### src/rtl/matrix_multiplier_nxn_pkg.sv
// Package mm_pkg: shared definitions for the N x N matrix multiplier.
// Contents:
//   mmState_e   - controller states IDLE / LOAD / CALC
//   clog2       - ceiling log2 usable in constant expressions
//   atLeastOne  - clamps a width to a minimum of one bit
//   outWidth    - result width 2*DATA_W + clog2(N), wide enough that a full
//                 dot product of N terms never overflows
package mm_pkg;

    typedef enum logic [1:0] {
        IDLE = 2'd0,
        LOAD = 2'd1,
        CALC = 2'd2
    } mmState_e;

    // Ceiling log2; clog2(1) is 0.
    function automatic int clog2(input int value);
        int result;
        result = 0;
        for (int v = value - 1; v > 0; v = v >> 1) begin
            result++;
        end
        return result;
    endfunction

    // Counters and indexes must have at least one bit even when N is 1.
    function automatic int atLeastOne(input int width);
        return (width < 1) ? 1 : width;
    endfunction

    function automatic int outWidth(input int n, input int dataW);
        return 2 * dataW + clog2(n);
    endfunction

endpackage

### src/rtl/matrix_multiplier_nxn_mac.sv
// mm_mac: registered multiply-accumulate used serially by the matrix multiplier.
// Ports:
//   clk_i   - clock, rising edge
//   nrst_i  - synchronous active-low reset, clears the accumulator
//   clr_i   - start a new sum: the current product replaces the old total
//   en_i    - update the accumulator register at this edge
//   a_i     - multiplicand, DATA_W bits
//   b_i     - multiplier, DATA_W bits
//   acc_o   - running sum including the current product (OUT_W bits); this is
//             the value the accumulator register takes at the next enabled edge
// Configuration: when MM_SIGNED_EN is defined the operands and sum are two's
// complement; otherwise everything is unsigned.
module mm_mac #(
    parameter int DATA_W = 8,
    parameter int OUT_W  = 17
) (
    input  logic              clk_i,
    input  logic              nrst_i,
    input  logic              clr_i,
    input  logic              en_i,
    input  logic [DATA_W-1:0] a_i,
    input  logic [DATA_W-1:0] b_i,
    output logic [OUT_W-1:0]  acc_o
);

    logic [OUT_W-1:0] aExt;
    logic [OUT_W-1:0] bExt;
    logic [OUT_W-1:0] product;
    logic [OUT_W-1:0] acc_d;
    logic [OUT_W-1:0] acc_q;

    // Operands are extended to the full result width before multiplying. The
    // true product always fits in OUT_W bits, so the low OUT_W bits of the
    // extended product are exact for both signed and unsigned operands.
`ifdef MM_SIGNED_EN
    assign aExt = {{(OUT_W-DATA_W){a_i[DATA_W-1]}}, a_i};
    assign bExt = {{(OUT_W-DATA_W){b_i[DATA_W-1]}}, b_i};
`else
    assign aExt = {{(OUT_W-DATA_W){1'b0}}, a_i};
    assign bExt = {{(OUT_W-DATA_W){1'b0}}, b_i};
`endif

    // The next accumulator value is also the output, so the controller can
    // register a finished dot product in the same edge as its last term.
    always_comb begin
        product = aExt * bExt;
        acc_d   = (clr_i ? '0 : acc_q) + product;
        acc_o   = acc_d;
    end

    // Accumulator register, only advanced while the controller is calculating.
    always_ff @(posedge clk_i) begin
        if (!nrst_i) begin
            acc_q <= '0;
        end else if (en_i) begin
            acc_q <= acc_d;
        end
    end

endmodule

### src/rtl/matrix_multiplier_nxn.sv
// matrix_multiplier_nxn: serial N x N integer matrix multiplier, C = A x B.
// Operands arrive one A/B element pair per clock in row-major order; C is
// produced on a single shared MAC and streamed out row-major with a one-cycle
// strobe per element.
// Ports:
//   clk_i         - clock, rising edge
//   nrst_i        - synchronous active-low reset (discards any job in flight)
//   start_i       - begin a job; only sampled while idle
//   a_i, b_i      - A and B elements, DATA_W bits each
//   busy_o        - high while loading or calculating
//   out_o         - current C element, OUT_W bits, held between strobes
//   out_strobe_o  - one-cycle pulse marking a new C element on out_o
// Configuration: define MM_SIGNED_EN for two's complement operands and results.
module matrix_multiplier_nxn
    import mm_pkg::*;
#(
    parameter int N      = 2,
    parameter int DATA_W = 8,
    parameter int OUT_W  = outWidth(N, DATA_W)
) (
    input  logic              clk_i,
    input  logic              nrst_i,
    input  logic              start_i,
    input  logic [DATA_W-1:0] a_i,
    input  logic [DATA_W-1:0] b_i,
    output logic              busy_o,
    output logic [OUT_W-1:0]  out_o,
    output logic              out_strobe_o
);

    localparam int AW = atLeastOne(clog2(N * N));
    localparam int CW = atLeastOne(clog2(N));
    localparam logic [AW-1:0] LAST_IDX = AW'(N * N - 1);
    localparam logic [CW-1:0] LAST_CNT = CW'(N - 1);

    mmState_e          state_q;
    logic [AW-1:0]     loadIdx_q;
    logic [CW-1:0]     iCnt_q;
    logic [CW-1:0]     jCnt_q;
    logic [CW-1:0]     kCnt_q;
    logic [OUT_W-1:0]  out_q;
    logic              strobe_q;
    logic              busy_q;

    logic [DATA_W-1:0] aStore_q [N*N];
    logic [DATA_W-1:0] bStore_q [N*N];

    logic              storeEn;
    logic [AW-1:0]     storeIdx;
    logic [AW-1:0]     aIdx;
    logic [AW-1:0]     bIdx;
    logic [OUT_W-1:0]  macAcc;

    // Element 0 is captured on the START edge itself, the rest while loading.
    always_comb begin
        storeEn  = nrst_i && (((state_q == IDLE) && start_i) || (state_q == LOAD));
        storeIdx = (state_q == IDLE) ? '0 : loadIdx_q;
        aIdx     = AW'(int'(iCnt_q) * N + int'(kCnt_q));
        bIdx     = AW'(int'(kCnt_q) * N + int'(jCnt_q));
    end

    // Operand storage is deliberately left out of reset; a new job always
    // overwrites every element before it is read.
    always_ff @(posedge clk_i) begin
        if (storeEn) begin
            aStore_q[storeIdx] <= a_i;
            bStore_q[storeIdx] <= b_i;
        end
    end

    mm_mac #(
        .DATA_W (DATA_W),
        .OUT_W  (OUT_W)
    ) u_mac (
        .clk_i  (clk_i),
        .nrst_i (nrst_i),
        .clr_i  (kCnt_q == '0),
        .en_i   (state_q == CALC),
        .a_i    (aStore_q[aIdx]),
        .b_i    (bStore_q[bIdx]),
        .acc_o  (macAcc)
    );

    // Controller: load N*N pairs, then walk i, j, k (k innermost) with one MAC
    // step per edge. The finished sum is registered at the k == N-1 step, so
    // the strobe appears in the following cycle; leaving CALC on the very last
    // step makes busy fall in the same cycle as the final strobe, which lets a
    // new START be accepted right then.
    always_ff @(posedge clk_i) begin
        if (!nrst_i) begin
            state_q   <= IDLE;
            loadIdx_q <= '0;
            iCnt_q    <= '0;
            jCnt_q    <= '0;
            kCnt_q    <= '0;
            out_q     <= '0;
            strobe_q  <= 1'b0;
            busy_q    <= 1'b0;
        end else begin
            strobe_q <= 1'b0;
            case (state_q)
                IDLE: begin
                    if (start_i) begin
                        busy_q <= 1'b1;
                        iCnt_q <= '0;
                        jCnt_q <= '0;
                        kCnt_q <= '0;
                        if (N == 1) begin
                            state_q   <= CALC;
                            loadIdx_q <= '0;
                        end else begin
                            state_q   <= LOAD;
                            loadIdx_q <= AW'(1);
                        end
                    end
                end
                LOAD: begin
                    if (loadIdx_q == LAST_IDX) begin
                        state_q   <= CALC;
                        loadIdx_q <= '0;
                    end else begin
                        loadIdx_q <= loadIdx_q + AW'(1);
                    end
                end
                CALC: begin
                    if (kCnt_q == LAST_CNT) begin
                        kCnt_q   <= '0;
                        out_q    <= macAcc;
                        strobe_q <= 1'b1;
                        if (jCnt_q == LAST_CNT) begin
                            jCnt_q <= '0;
                            if (iCnt_q == LAST_CNT) begin
                                iCnt_q  <= '0;
                                state_q <= IDLE;
                                busy_q  <= 1'b0;
                            end else begin
                                iCnt_q <= iCnt_q + CW'(1);
                            end
                        end else begin
                            jCnt_q <= jCnt_q + CW'(1);
                        end
                    end else begin
                        kCnt_q <= kCnt_q + CW'(1);
                    end
                end
                default: begin
                    state_q <= IDLE;
                    busy_q  <= 1'b0;
                end
            endcase
        end
    end

    assign busy_o       = busy_q;
    assign out_o        = out_q;
    assign out_strobe_o = strobe_q;

endmodule
### config.mk
export PLATFORM = sky130hd
export DESIGN_NAME = matrix_multiplier_nxn
export DESIGN_NICKNAME = d
export VERILOG_FILES = /design/src/rtl/matrix_multiplier_nxn_pkg.sv /design/src/rtl/matrix_multiplier_nxn_mac.sv /design/src/rtl/matrix_multiplier_nxn.sv
export SDC_FILE = /design/constraint.sdc
export NUM_CORES = 1
export LEC_CHECK = 0
export ABC_AREA = 1
export BUFFER_PORTS_ARGS = -buffer_cell sky130_fd_sc_hd__clkbuf_2
export CORE_MARGIN = 1
export CORE_UTILIZATION = 25
export DETAILED_ROUTE_END_ITERATION = 7
export MAX_ROUTING_LAYER = met4
export PLACE_DENSITY = 0.47
export SETUP_SLACK_MARGIN = 0.5
export SYNTH_ARGS = -nofsm -noshare
export SYNTH_HDL_FRONTEND = slang
export SYNTH_SLANG_ARGS = --single-unit
export TNS_END_PERCENT = 5
### constraint.sdc
create_clock -name clk_i -period 5.7 [get_ports clk_i]
set_clock_uncertainty 0.1 [all_clocks]
set_input_delay 1.14 -clock clk_i [delete_from_list [all_inputs] [get_ports clk_i]]
set_output_delay 1.14 -clock clk_i [all_outputs]
set_load 0.01 [all_outputs]
==> flow_metrics.tcl <==
set metrics [dict create \
    initial_core_util_pct 25.74 \
    syn_avg_cell_area_sq_um 8.409 \
    clock_path_buffers 2 \
    finalCriticalPeriod_ns 5.550 \
    grt_antenna_before_repair 0 \
    worstPathBufferInverterCount 8 \
    seqCellArea_sq_um 2790 \
    syn2layout_area_growth_pct 29.79 \
    wl_per_cell_microns 13.22 \
    crit_fanout 13 \
    clk_latency_ns 0.36 \
    antennaDiodeCount 0 \
    first_pass_iters 5 \
    ys_seq_area_share_pct 37.27 \
    drt_iter0_markers 288 \
    crit_path_max_incr_delay_ns 0.54 \
    ys.flop_type "edfxtp_1" \
    cts_tree "done" \
    hold_viol 0 \
    layout.cells.most_common_list "nand2_1 (183), inv_1 (148), nor2_1 (86), buf_4 (81), edfxtp_1 (64)" \
    drt-total-wl_microns 18490 \
    outcome "finished clean" \
    synthCells 888 \
    synth_area_sq_um 7467 \
    ys_types 42 \
    fp.dieH_microns 174.8 \
    grt_pass1_wl_microns 30950 \
    grt_pass1_vias 6081 \
    drtAntennaViolNets 0 \
    cp_slowest_cell "fa_1" \
    grt.total_usage_pct 13.11 \
    vias 5943 \
    hold_class "flop to flop" \
    die_area_sq_um 30560 \
    cpMostUsedCell "nand2_1" \
    critPathLaunchType "flop" \
    crit_family "adder cells" \
    tightestPinTransition_ns 0.9486 \
    io_buffers 37 \
    cts_made_buffers 9 \
    final_common_cell "nand2_1" \
    fin_util_pct 33.41 \
    fin_nets 1118 \
    coreArea_sq_um 29010 \
    clockRootBuffer "clkbuf_16" \
    crit_path_end_kind "flop" \
    synth_seq_cells 107 \
    multi_input_area_sq_um 4352 \
    async_reset_ff_share_pct 0 \
    period_share_pct 97.36 \
    slew-limit-headroom_pct 36.55 \
    clkSinkCount 107 \
    io_pins 38 \
    avgViaCountPerCell 4.251 \
    final_layout_size_suffix_gt1_share_pct 28.50 \
    arrival_ns 5.72 \
    dpl.hpwl_microns 13660 \
    drv_slew 0 \
    die-width_microns 174.8 \
    gp_congestion 0.8344 \
    clock.fmax_mhz 180.2 \
    synth_nets 997 \
    overflow 0 \
    cap_violations 0 \
    rsz0062_at_grt "true" \
    num_rows 62 \
    yosysWarningCount 0 \
    cp.required_ns 5.87 \
    setup_viol 0 \
    clk_pin_slew_ns 0.08 \
    grt_max_degree 32 \
    synth_edf_count 64 \
    h-tree-depth 3 \
    nFillCells 3048 \
    worstSetupPathType "flop to flop" \
    drcViolationCount 0 \
]
==> timing repair <==
action / 4_1_cts / 5_1_grt
buffers inserted: 16 / 3
hold buffers: 0 / 0
resized for setup: 104 / 20
pin swaps: 74 / 17
cloned: 5 / 0
setup endpoints to repair: 21 / 22
==> worst min-delay path, stage by stage, from the launching register on <==
cell     delay (ns)
dfxtp_1        0.32
nand2_1        0.06
a21oi_1        0.05
==> routing by layer <==
layer / GRT usage [%] / part of all wire, % / vias to the layer above
li1: - / - / 3067
met1: 17.71 / 50 / 2800
met2: 21.00 / 46 / 66
met3: 1.175 / 2.1 / 10
met4: 3.478 / 1.1 / 0
met5: - / 0 / -
==> worst paths after layout <==
check                           startpoint        end  slack, ns  depth (start not counted)
worst max-delay path                jCnt_q  out_o[15]       0.15                         30
worst min-delay path                busy_o     busy_o       0.37                          2
worst max register to register      jCnt_q  out_o[15]       0.15                         30
worst min register to register      busy_o     busy_o       0.37                          2
==> flip-flops by register name, indices dropped and copies added (netlist names) <==
name	count
aStore_q	32
bStore_q	32
out_o	17
u_mac.acc_q	17
loadIdx_q	2
state_q	2
busy_o	1
iCnt_q	1
jCnt_q	1
kCnt_q	1
out_strobe_o	1
==> per-stage QoR <==
step / TNS (ns) / std cells / setup WS, ns / area (sq um) / hold slack (ns)
2_1_floorplan: 0 / 888 / 0.5016 / 7532 / 0.3554
3_3_place_gp: -1.893 / 1358 / -0.2757 / 8617 / 0.3573
3_5_place_dp: -1.346 / 1358 / -0.2268 / 8617 / 0.3601
4_1_cts: 0 / 1395 / 0.1790 / 9593 / 0.3715
5_1_grt: -0.7116 / 1398 / -0.1070 / 9692 / 0.4092
6_report: 0 / 1398 / 0.1505 / 9692 / 0.3683
==> Yosys cell counts, types with 3 or more instances <==
cell / instances / share of area [%]
buf_6: 8 / 1.2
fa_1: 37 / 9.9
xor2_1: 8 / 0.94
a32oi_1: 5 / 0.59
nand3_1: 41 / 2.7
nor3_1: 8 / 0.54
dfxtp_1: 43 / 12
buf_4: 3 / 0.30
nor2_1: 105 / 5.3
xnor2_1: 9 / 1.1
o21a_1: 8 / 0.80
a21oi_1: 42 / 2.8
o211ai_1: 3 / 0.30
ha_1: 53 / 8.9
a32oi_2: 11 / 2.4
inv_2: 18 / 0.90
buf_2: 6 / 0.40
edfxtp_1: 64 / 26
inv_1: 155 / 7.8
o21ai_0: 18 / 1.2
nand4_1: 3 / 0.25
nand2_1: 207 / 10
o21bai_1: 3 / 0.30
==> logic make-up (layout without fill, tap and decap cells) <==
logic type                 after synthesis  count (layout)  synth area share (%)
and+or+nand+nor                        376             376                 20.49
buffers and inverters                  197             323                 11.63
adders and majority gates               90              90                 18.80
AOI/OAI and AO/OA                      101             101                 9.819
xor gates and xnor gates                17              17                 1.994
DFF                                    107             107                 37.27
==> final cells by class <==
type / count / share of cell area, %
inverter: 176 / 7.242
tap: 384 / 4.957
sequential: 107 / 28.79
multi-input combinational: 584 / 44.90
clock buffer: 9 / 2.324
timing repair buffer: 129 / 10.51
timing repair inverter: 2 / 0.2969
clock inverter: 7 / 0.9812
Power is not shown: default switching activity piles up to over one toggle a cycle in this logic, so the estimate is an artifact.
